### src/rtl/cbrt_sqrt_ctrl.sv
// Controller and shared add/subtract unit for the y = cbrt(a) + sqrt(b) kernel.
// Accepts operand pairs, starts the kernel, captures the final sum and the start-to-done latency.
module cbrt_sqrt_ctrl (
    input  logic       clk_i,
    input  logic       rst_i,
    input  logic       in_valid_i,
    output logic       in_ready_o,
    input  logic [7:0] a_bi,
    input  logic [7:0] b_bi,
    output logic [7:0] k_a_bo,
    output logic [7:0] k_b_bo,
    output logic       k_start_o,
    input  logic       k_done_i,
    input  logic       alu_mode_i,
    input  logic [7:0] alu_a_i,
    input  logic [7:0] alu_b_i,
    output logic [7:0] alu_res_o,
    output logic [7:0] y_bo,
    output logic       y_valid_o,
    input  logic       y_ack_i,
    output logic [7:0] cycles_bo,
    output logic       busy_o
);

    typedef enum logic [1:0] {
        ST_IDLE  = 2'd0,
        ST_START = 2'd1,
        ST_WAIT  = 2'd2,
        ST_HOLD  = 2'd3
    } state_t;

    function automatic logic [7:0] alu_f(input logic mode, input logic [7:0] a, input logic [7:0] b);
        logic [7:0] res;
        if (mode) begin
            res = a + b;
        end else begin
            res = a - b;
        end
        return res;
    endfunction

    function automatic logic [7:0] sat_inc_f(input logic [7:0] v);
        logic [7:0] res;
        if (v == 8'hFF) begin
            res = 8'hFF;
        end else begin
            res = v + 8'd1;
        end
        return res;
    endfunction

    state_t     r_state;
    logic [7:0] r_k_a;
    logic [7:0] r_k_b;
    logic       r_k_start;
    logic       r_in_ready;
    logic       r_busy;
    logic [7:0] r_y;
    logic       r_y_valid;
    logic [7:0] r_cycles;
    logic [7:0] r_cnt;

    logic [7:0] w_alu_res;
    logic [7:0] w_cnt_inc;

    // Shared ALU is combinational and live in every state, including reset.
    assign w_alu_res = alu_f(alu_mode_i, alu_a_i, alu_b_i);
    assign w_cnt_inc = sat_inc_f(r_cnt);

    assign alu_res_o  = w_alu_res;
    assign in_ready_o = r_in_ready;
    assign k_a_bo     = r_k_a;
    assign k_b_bo     = r_k_b;
    assign k_start_o  = r_k_start;
    assign y_bo       = r_y;
    assign y_valid_o  = r_y_valid;
    assign cycles_bo  = r_cycles;
    assign busy_o     = r_busy;

    // Control FSM with all handshake outputs registered alongside the state.
    always_ff @(posedge clk_i or negedge rst_i) begin
        if (!rst_i) begin
            r_state    <= ST_IDLE;
            r_k_a      <= 8'd0;
            r_k_b      <= 8'd0;
            r_k_start  <= 1'b0;
            r_in_ready <= 1'b1;
            r_busy     <= 1'b0;
            r_y        <= 8'd0;
            r_y_valid  <= 1'b0;
            r_cycles   <= 8'd0;
            r_cnt      <= 8'd0;
        end else begin
            case (r_state)
                ST_IDLE: begin
                    if (in_valid_i) begin
                        r_k_a      <= a_bi;
                        r_k_b      <= b_bi;
                        r_cnt      <= 8'd0;
                        r_k_start  <= 1'b1;
                        r_in_ready <= 1'b0;
                        r_busy     <= 1'b1;
                        r_state    <= ST_START;
                    end else begin
                        r_state <= ST_IDLE;
                    end
                end
                ST_START: begin
                    r_k_start <= 1'b0;
                    r_cnt     <= 8'd1;
                    r_state   <= ST_WAIT;
                end
                ST_WAIT: begin
                    // The done cycle itself is included in the reported latency.
                    r_cnt <= w_cnt_inc;
                    if (k_done_i) begin
                        r_y       <= w_alu_res;
                        r_cycles  <= w_cnt_inc;
                        r_y_valid <= 1'b1;
                        r_state   <= ST_HOLD;
                    end else begin
                        r_state <= ST_WAIT;
                    end
                end
                ST_HOLD: begin
                    if (y_ack_i) begin
                        r_y_valid  <= 1'b0;
                        r_in_ready <= 1'b1;
                        r_busy     <= 1'b0;
                        r_state    <= ST_IDLE;
                    end else begin
                        r_state <= ST_HOLD;
                    end
                end
                default: begin
                    r_state    <= ST_IDLE;
                    r_k_start  <= 1'b0;
                    r_in_ready <= 1'b1;
                    r_busy     <= 1'b0;
                    r_y_valid  <= 1'b0;
                end
            endcase
        end
    end

endmodule

### config.mk
export PLATFORM = sky130hd
export DESIGN_NAME = cbrt_sqrt_ctrl
export DESIGN_NICKNAME = d
export VERILOG_FILES = /design/src/rtl/cbrt_sqrt_ctrl.sv
export SDC_FILE = /design/constraint.sdc
export NUM_CORES = 1
export LEC_CHECK = 0
export CORE_MARGIN = 4
export CORE_UTILIZATION = 40
export CTS_CLUSTER_SIZE = 20
export DETAILED_ROUTE_END_ITERATION = 6
export HOLD_SLACK_MARGIN = 0.1
export PLACE_DENSITY = 0.7
export SETUP_SLACK_MARGIN = 0.15
export SYNTH_ARGS = -nofsm -noshare
export SYNTH_HDL_FRONTEND = slang
export SYNTH_SLANG_ARGS = --single-unit
export TNS_END_PERCENT = 10
### constraint.sdc
create_clock -name clk_i -period 7.4 [get_ports clk_i]
set_clock_uncertainty 0.15 [all_clocks]
set_input_delay 1.11 -clock clk_i [delete_from_list [all_inputs] [get_ports clk_i]]
set_output_delay 1.11 -clock clk_i [all_outputs]
set_load 0.03 [all_outputs]
**Yosys cells after proc, flatten, opt, wreduce, memory -nomap -nowiden**

Index checks and enable logic that the tools add are counted.

- Flip-flop bits (word level): 46
- Input port bits: 38
- Output and inout bits: 44

- $add $sub $neg: 3
- Eq/ne operators: 7
- Mux-type cells: 17
- Reduce and logical (&&, ||, !) cells: 11

Operators by type and width:

| cell | number |
|---|---|
| $mux 8 | 3 |
| $pmux 8 s3 | 1 |
| $add 8x1->8 const B | 1 |
| $add 8x8->8 | 1 |
| $eq 8x8->1 const B | 1 |
| $pmux 1 s2 | 4 |
| $pmux 2 s4 | 1 |
| $reduce_and 2->1 | 4 |
| $sub 8x8->8 | 1 |
| $mux 1 | 7 |
| $ne 2x2->1 const B | 3 |
| $reduce_and 3->1 | 2 |
| $reduce_bool 2->1 | 3 |
| $eq 2x2->1 const B | 2 |
| $reduce_bool 3->1 | 1 |
| $eq 2x1->1 const B | 1 |
| $logic_not 2->1 | 1 |
| $mux 2 | 1 |

**Longest topological paths before layout**

Gate-level depths: netlist of run 1.

- Depth in word-level cells: 3
- Mapped depth: 10

**Worst setup path after synthesis of run 1**

OpenSTA, ideal clock, no wires.

- Kind: input to output
- Start: input alu_b_i[0]
- End: output alu_res_o[6]
- Data arrival time: 3072 ps
- Data required time: 6140 ps
- Slack: 3068 ps
- Stages: 9
- Cell sequence: inv_1 > ha_1 > mux2_2 > fa_1 > a21o_1 > a21oi_1 > o21bai_1 > a21oi_1 > xnor2_1

- Word-level cells in the longest chain between the ends: 2
- Elaborated cells between the ends (all ways): 3

RTL lines:

| what | line | source |
|---|---|---|
| from (decl) | 16 | `input logic [7:0] alu_b_i,` |
| $sub 8x8->8 / $add 8x8->8 (equally long branches) | 37, 35 |  |
| $mux 8 (*) | 34 | `if (mode) begin` |
| to (decl) | 17 | `output logic [7:0] alu_res_o,` |

Mark *: on every way between the ends. The rest lies on a longest branch, timed or not.

**Final worst setup path of run 1**

Same ends and word-level chain as after synthesis.

==> results.md, run 1 <==
- Clock Path Buffers: 2
- Register area share after synthesis: 47.4%
- Crit path kind: in2out
- Routed Antenna Nets: 0
- N_diodes: 0
- Slowest stage delay, CP: 0.68 ns
- Gr busiest metal: met2
- Worst path slowest cell: clkdlybuf4s50_1
- Peak Freq: 182 MHz
- I/O pins: 82
- P_leak: 0.00144 uW
- Max-cap violation count: 0
- Cells after Synth: 230
- Final Max Tran Viols: 0
- CTS Hold Buffers Added: 0
- Seq cells post-synth: 46
- Worst slew margin: 31.9%
- Post-CTS sizing: 0
- Synth area leader: dfrtp_1
- GRT overflow: 0
- Core region area: 5920 sq um
- Fin. Hold Viols: 0
- Crit start category: input pin
- Non-filler cells, final: about 390
- Fraction of layout cells with a size suffix above 1: ~13%
- Synth Net Count: around 280
- First-pass GRT wire length: roughly 9400 microns
- Largest net degree at the start of global routing: 47
- Most used DFF post-synth: dfrtp_1
- Via-per-instance ratio: 5.03
- Std cell rows: 28
- H-tree depth: 2
- Largest delay share family, worst path: buffers and inverters
- Nets: 363
- Vias in the first global route: between 1,500 and 2,000
- Worst-path fanout max: 3
- CP endpoint kind: output port
- Ratio of final minimum period to clock period: 74.1%
- Top cells by area, synth: dfrtp_1 (46%), mux2_2 (12%), ha_1 (6.7%)
- Netlist cell types: 36
- PwrDens: 355 nW/um^2
- Commonest non-fill, non-tap cell in the layout: clkdlybuf4s50_1
- DRT Wirelength: ~5300 microns
- Worst hold path type: reg2reg
- Die W: 85.9 microns
- Root Driver: clkbuf_8
- Sink Count: 46
- Routed WL per cell: 13.7 microns
- Die height: 85.9 microns
- Initial drt markers: between 80 and 90
- Gr usage total: 15.7%
- Vias: between 1,500 and 2,000
- Area Overhead vs Synth: 39.6%
- DPL Wire Length: 4170 microns
- Met2 Use GR: 27.6%
- M1 GR Usage: 18.6%
- Cts bufs inserted: 5
- CP cell instances: clkdlybuf4s50_1 > inv_1 > ha_1 > mux2_2 > fa_1 > a21o_1 > a21oi_1 > o21bai_1 > a21oi_1 > xnor2_1 > clkdlybuf4s50_1
- Util after Layout: 57.3%
- Most frequent cells in the layout: clkdlybuf4s50_1 (80), dfrtp_1 (45), mux2_2 (25), a21oi_1 (21), nand2_1 (20)
- Clock latency on the worst-skew pair: 0.29 ns
- Met3 Use GR: between 3 and 4%
- DRC: 0
- Gpl congestion: between 0.7 and 0.8
- Clock slew at reported path FFs: ~0.080 ns
- Synth warnings: 0
- Slew @ Worst Pin: between 1 and 1.5 ns
- Async S/R FF share, synth: 100%
- Placed Instances: approximately 380
- Synth top area share: between 40% and 50%
- Setup bufs post-CTS: 0
- Post-synth EDFFs: 0
- Status: completed
- Minimum clock period: 5.48 ns
- Final TNS setup: 0 ns
- PortBufs: 81
- Mapped Avg Cell Area: 10.6 sq um
- Buf+Inv Stages, Crit Path: 3
- WP data required: 6.14 ns
- Die area: 7390 sq um
- Crit path DAT: between 4 and 5 ns
- Initial DRT Pass Iterations: 4
- Worst vdd ir: 0.187 mV
- Initial antenna violation count: 0
- Final setup fails: 0
- Initial core utilization: around two fifths
- Syn Std Cell Area: approximately 2400 sq um
- RSZ-0062 raised after global routing: false
- CTS tree: done
power by group:
group,internal (uW),switching (uW),total (uW)
combinational,291,367,658
sequential,341,47.7,389
clock,75.1,81.6,157
routing by layer:
metal  share of wire (%)  vias up  wire length, microns
li1                    -      968                     -
met1                  41      925                  2160
met2                  52       50                  2750
met3                 6.7        4                   354
met4                0.90        0                    48
met5                   0        -                     0
tightest hold or removal path: stages, from the launching register on:
cell and delay (ns):
dfrtp_1 0.35, nand2_1 0.05, o21ai_0 0.06
cells in the mapped netlist (2+ instances only):
master / instances
nand2b_1: 2
mux2_2: 25
nor2b_1: 2
mux2i_1: 4
nand2_1: 20
xnor2_1: 9
xor2_1: 6
a21o_1: 2
nor2_1: 13
ha_1: 13
o211ai_1: 2
nand3_1: 5
a31oi_1: 3
inv_1: 12
dfrtp_1: 45
nor3_2: 2
buf_2: 4
nor3b_1: 2
clkbuf_1: 3
o21ai_1: 2
a21oi_1: 21
o21ai_0: 19
sequential cells by signal, indices dropped and copies added (netlist names):
signal	count
k_start_o	1
k_a_bo	8
r_state	2
cycles_bo	8
busy_o	1
k_b_bo	8
r_cnt	8
in_ready_o	1
y_bo	8
y_valid_o	1
logic make-up (layout without fill, tap and decap cells):
kind of cell	Yosys count	count (layout)	share of synthesized area, %
AOI/OAI and AO/OA	56	56	13.0
and+or+nand+nor	51	51	10.2
adders and majority gates	14	14	7.52
xor gates and xnor gates	15	15	5.41
buffers and inverters	19	101	3.14
muxes	29	29	13.2
DFF	46	46	47.4
metrics by stage:
step	hold WS, ns	cell area [sq um]	setup slack, ns	power [uW]
after floorplan	0.340	2430	3.07	791
after global placement	0.318	3300	1.93	1050
after detailed placement	0.322	3300	1.91	1060
after CTS	0.341	3390	1.89	1220
after global routing	0.368	3390	1.74	1280
final	0.336	3390	1.92	1200
layout make-up:
class,instances,area [sq um]
clock buffer,6,82.6
timing repair buffer,81,806
tap,75,93.8
sequential,46,1150
clock inverter,2,12.5
inverter,12,45.0
fill,537,2530
multi-input combinational,165,1200
worst paths after layout:
check	from	end	slack (ns)	depth (start not counted)
min in group asynchronous	rst_i	k_a_bo[5]	0.84	1
max in group asynchronous	rst_i	k_a_bo[7]	5.63	1
hold reg to reg	cycles_bo[2]	cycles_bo[2]	0.34	2
setup reg to reg	r_state[0]	y_bo[6]	5.00	6
setup / recovery	alu_b_i[0]	alu_res_o[6]	1.92	11
hold / removal	cycles_bo[2]	cycles_bo[2]	0.34	2
Note: power is estimated with default switching activity, not from simulation.
==> run 2: changes to the inputs <==
Settings changed: PLACE_DENSITY 0.7 to 0.72.
Clock period 7.4 ns to 4.7 ns, I/O delays scaled along.
==> run 2 against run 1 <==
Net effect:
- die area unchanged
- non-clock buffer count rose by 3
- worst setup slack got worse by 1.6 ns
- critical path type unchanged
- utilization rose by 0.70 points
- critical endpoint is now alu_res_o[7]
- clock power is 89% higher
- count of clock-buffer cells in the layout down 1
- highest routed layer unchanged
- global-route usage shrank 0.33 points
==> results.md, run 2 (same netlist as run 1, synthesis figures left out) <==
- Worst vdd ir: 0.323 mV (was 0.187 mV)
- Peak Freq: between 200 and 250 MHz
- Worst path slowest cell: clkdlybuf4s50_1 (unchanged)
- Die height: 85.9 microns (unchanged)
- Crit start category: input pin (unchanged)
- Max-cap violation count: 0 (unchanged)
- Worst-path fanout max: 3 (unchanged)
- Gr usage total: 15.4% (was 15.7%)
- Crit path DAT: 3.54 ns (was 4.22 ns)
- CTS Hold Buffers Added: 0 (unchanged)
- Die W: 85.9 microns (unchanged)
- P_leak: 0.00148 uW (was 0.00144 uW)
- Core region area: 5920 sq um (unchanged)
- Die area: 7390 sq um (unchanged)
- Via-per-instance ratio: 4.97 (was 5.03)
- Clock slew at reported path FFs: 0.08 ns (about the same)
- Commonest non-fill, non-tap cell in the layout: clkdlybuf4s50_1 (unchanged)
- Fraction of layout cells with a size suffix above 1: 13.7% (was 12.8%)
- Fin. Hold Viols: 0 (unchanged)
- Final setup fails: 0 (unchanged)
- Gpl congestion: 0.822 (was 0.778)
- Met2 Use GR: 26.5% (was 27.6%)
- Ratio of final minimum period to clock period: 93.6%
- Final Max Tran Viols: 0 (unchanged)
- Setup bufs post-CTS: 0 (unchanged)
- Cts bufs inserted: 5 (unchanged)
- CP cell instances: clkdlybuf4s50_1 > inv_1 > ha_1 > mux2_2 > ha_1 > a21o_1 > o21ai_1 > a32oi_1 > xnor2_1 > clkdlybuf4s50_1 (was clkdlybuf4s50_1 > inv_1 > ha_1 > mux2_2 > fa_1 > a21o_1 > a21oi_1 > o21bai_1 > a21oi_1 > xnor2_1 > clkdlybuf4s50_1)
- WP data required: 3.85 ns (was 6.14 ns)
- First-pass GRT wire length: 9210 microns (was 9370 microns)
- Initial drt markers: 100 (was 84)
- DPL Wire Length: 4170 microns (about the same)
- RSZ-0062 raised after global routing: false (unchanged)
- Worst setup margin: 0.302 ns (was 1.92 ns)
- Initial antenna violation count: 0 (unchanged)
- Vias: 1,939 (was 1,947)
- Worst slew margin: 33.2% (was 31.9%)
- Largest delay share family, worst path: buffers and inverters (unchanged)
- Slowest stage delay, CP: 0.71 ns (was 0.68 ns)
- Worst hold path type: reg2reg (unchanged)
- Util after Layout: 58.0% (was 57.3%)
- Initial DRT Pass Iterations: 4 (unchanged)
- Root Driver: clkbuf_8 (unchanged)
- Met3 Use GR: 3.84% (unchanged)
- Buf+Inv Stages, Crit Path: 3 (unchanged)
- Std cell rows: 28 (unchanged)
- Power, Total: 1950 uW (was 1200 uW)
- Final TNS setup: 0 ns (unchanged)
- Slew @ Worst Pin: 1.00 ns (was 1.02 ns)
- Most frequent cells in the layout: clkdlybuf4s50_1 (78), dfrtp_1 (45), mux2_2 (25), a21oi_1 (21), nand2_1 (20) (was clkdlybuf4s50_1 (80), dfrtp_1 (45), mux2_2 (25), a21oi_1 (21), nand2_1 (20))
- Crit path kind: in2out (unchanged)
- PwrDens: 566 nW/um^2 (was 355 nW/um^2)
- I/O pins: 82 (unchanged)
- Nets: 366 (was 363)
- FILL cells: 509 (was 537)
- Sink Count: 46 (unchanged)
- Post-Place Worst Slack: 0.0821 ns (was 1.91 ns)
- DRC: 0 (unchanged)
- M1 GR Usage: 19.1% (was 18.6%)
- Area Overhead vs Synth: 41.3% (was 39.6%)
- Routed Antenna Nets: 0 (unchanged)
- Status: completed (unchanged)
- Clock Path Buffers: 2 (unchanged)
- Post-CTS sizing: 1 (was 0)
- CP endpoint kind: output port (unchanged)
- CTS tree: done (unchanged)
- Routed WL per cell: 13.9 microns (was 13.7 microns)
- Largest net degree at the start of global routing: 47 (unchanged)
- Clock latency on the worst-skew pair: 0.30 ns (was 0.29 ns)
- H-tree depth: 2 (unchanged)
- Minimum clock period: 4.40 ns
- Initial core utilization: 41.0% (unchanged)
- N_diodes: 0 (unchanged)
- PortBufs: 81 (unchanged)
- Gr busiest metal: met2 (unchanged)
- Vias in the first global route: 1,985 (was 1,989)
- GRT overflow: 0 (unchanged)
- DRT Wirelength: 5420 microns (was 5320 microns)
[run 2: cell types whose count changed in the layout (fill, tap and decap cells not counted), sizes merged]
cell and delta:
buf +3, clkdlybuf4s50 -2, bufinv +1, clkbuf -1, clkinvlp -1, dlygate4sd2 +1, dlymetal6s2s +1, inv +1
[run 2: final timing paths]
path | startpoint | endpoint | slack, ns | cells past startpoint
worst max-delay path | alu_b_i[1] | alu_res_o[7] | 0.30 | 10
worst min-delay path | cycles_bo[6] | cycles_bo[6] | 0.34 | 2
worst max register to register | r_state[0] | y_bo[6] | 2.35 | 6
worst min register to register | cycles_bo[6] | cycles_bo[6] | 0.34 | 2
max in group asynchronous | rst_i | r_cnt[4] | 3.35 | 1
min in group asynchronous | rst_i | k_a_bo[5] | 0.42 | 1
[run 2: tightest hold or removal path: stages (launching register included)]
cell and delay, ns:
dfrtp_1 0.35, nand2_1 0.05, o21ai_0 0.06
[run 2: where the power goes]
group,switching (uW),leakage (uW),internal (uW)
Combinational,577,0.000854,460
Sequential,75.8,0.000568,537
Clock,136,0.0000585,159
Total,790,0.00148,1160
[run 2: cell type report]
type	instances	area [sq um]	area share, %
Sequential cell	46	1150	33.6
Timing Repair Buffer	84	830	24.2
Multi-Input combinational cell	165	1200	35.0
Clock inverter	3	43.8	1.28
Tap cell	75	93.8	2.73
Clock buffer	5	68.8	2.00
Inverter	12	45.0	1.31
[run 2: routing by layer]
metal	share of wire [%]	wire length, microns	vias to the layer above
met5	0	0	-
met4	0.24	13	0
met3	5.6	303	2
met2	51	2760	50
met1	43	2340	922
li1	-	-	965
[run 2: through the flow]
step	cell area, sq um	hold WS [ns]	std cells
final	3430	0.337	390
after CTS	3430	0.347	390
after floorplan	2430	0.259	230
after global placement	3320	0.317	382
after global routing	3430	0.376	390
after detailed placement	3320	0.328	382
==> run 3: changes to the inputs <==
Settings changed: SLEW_MARGIN set to 10.
==> results of run 3 <==
No change in the layout: final DEF, timing and power equal those of run 2.
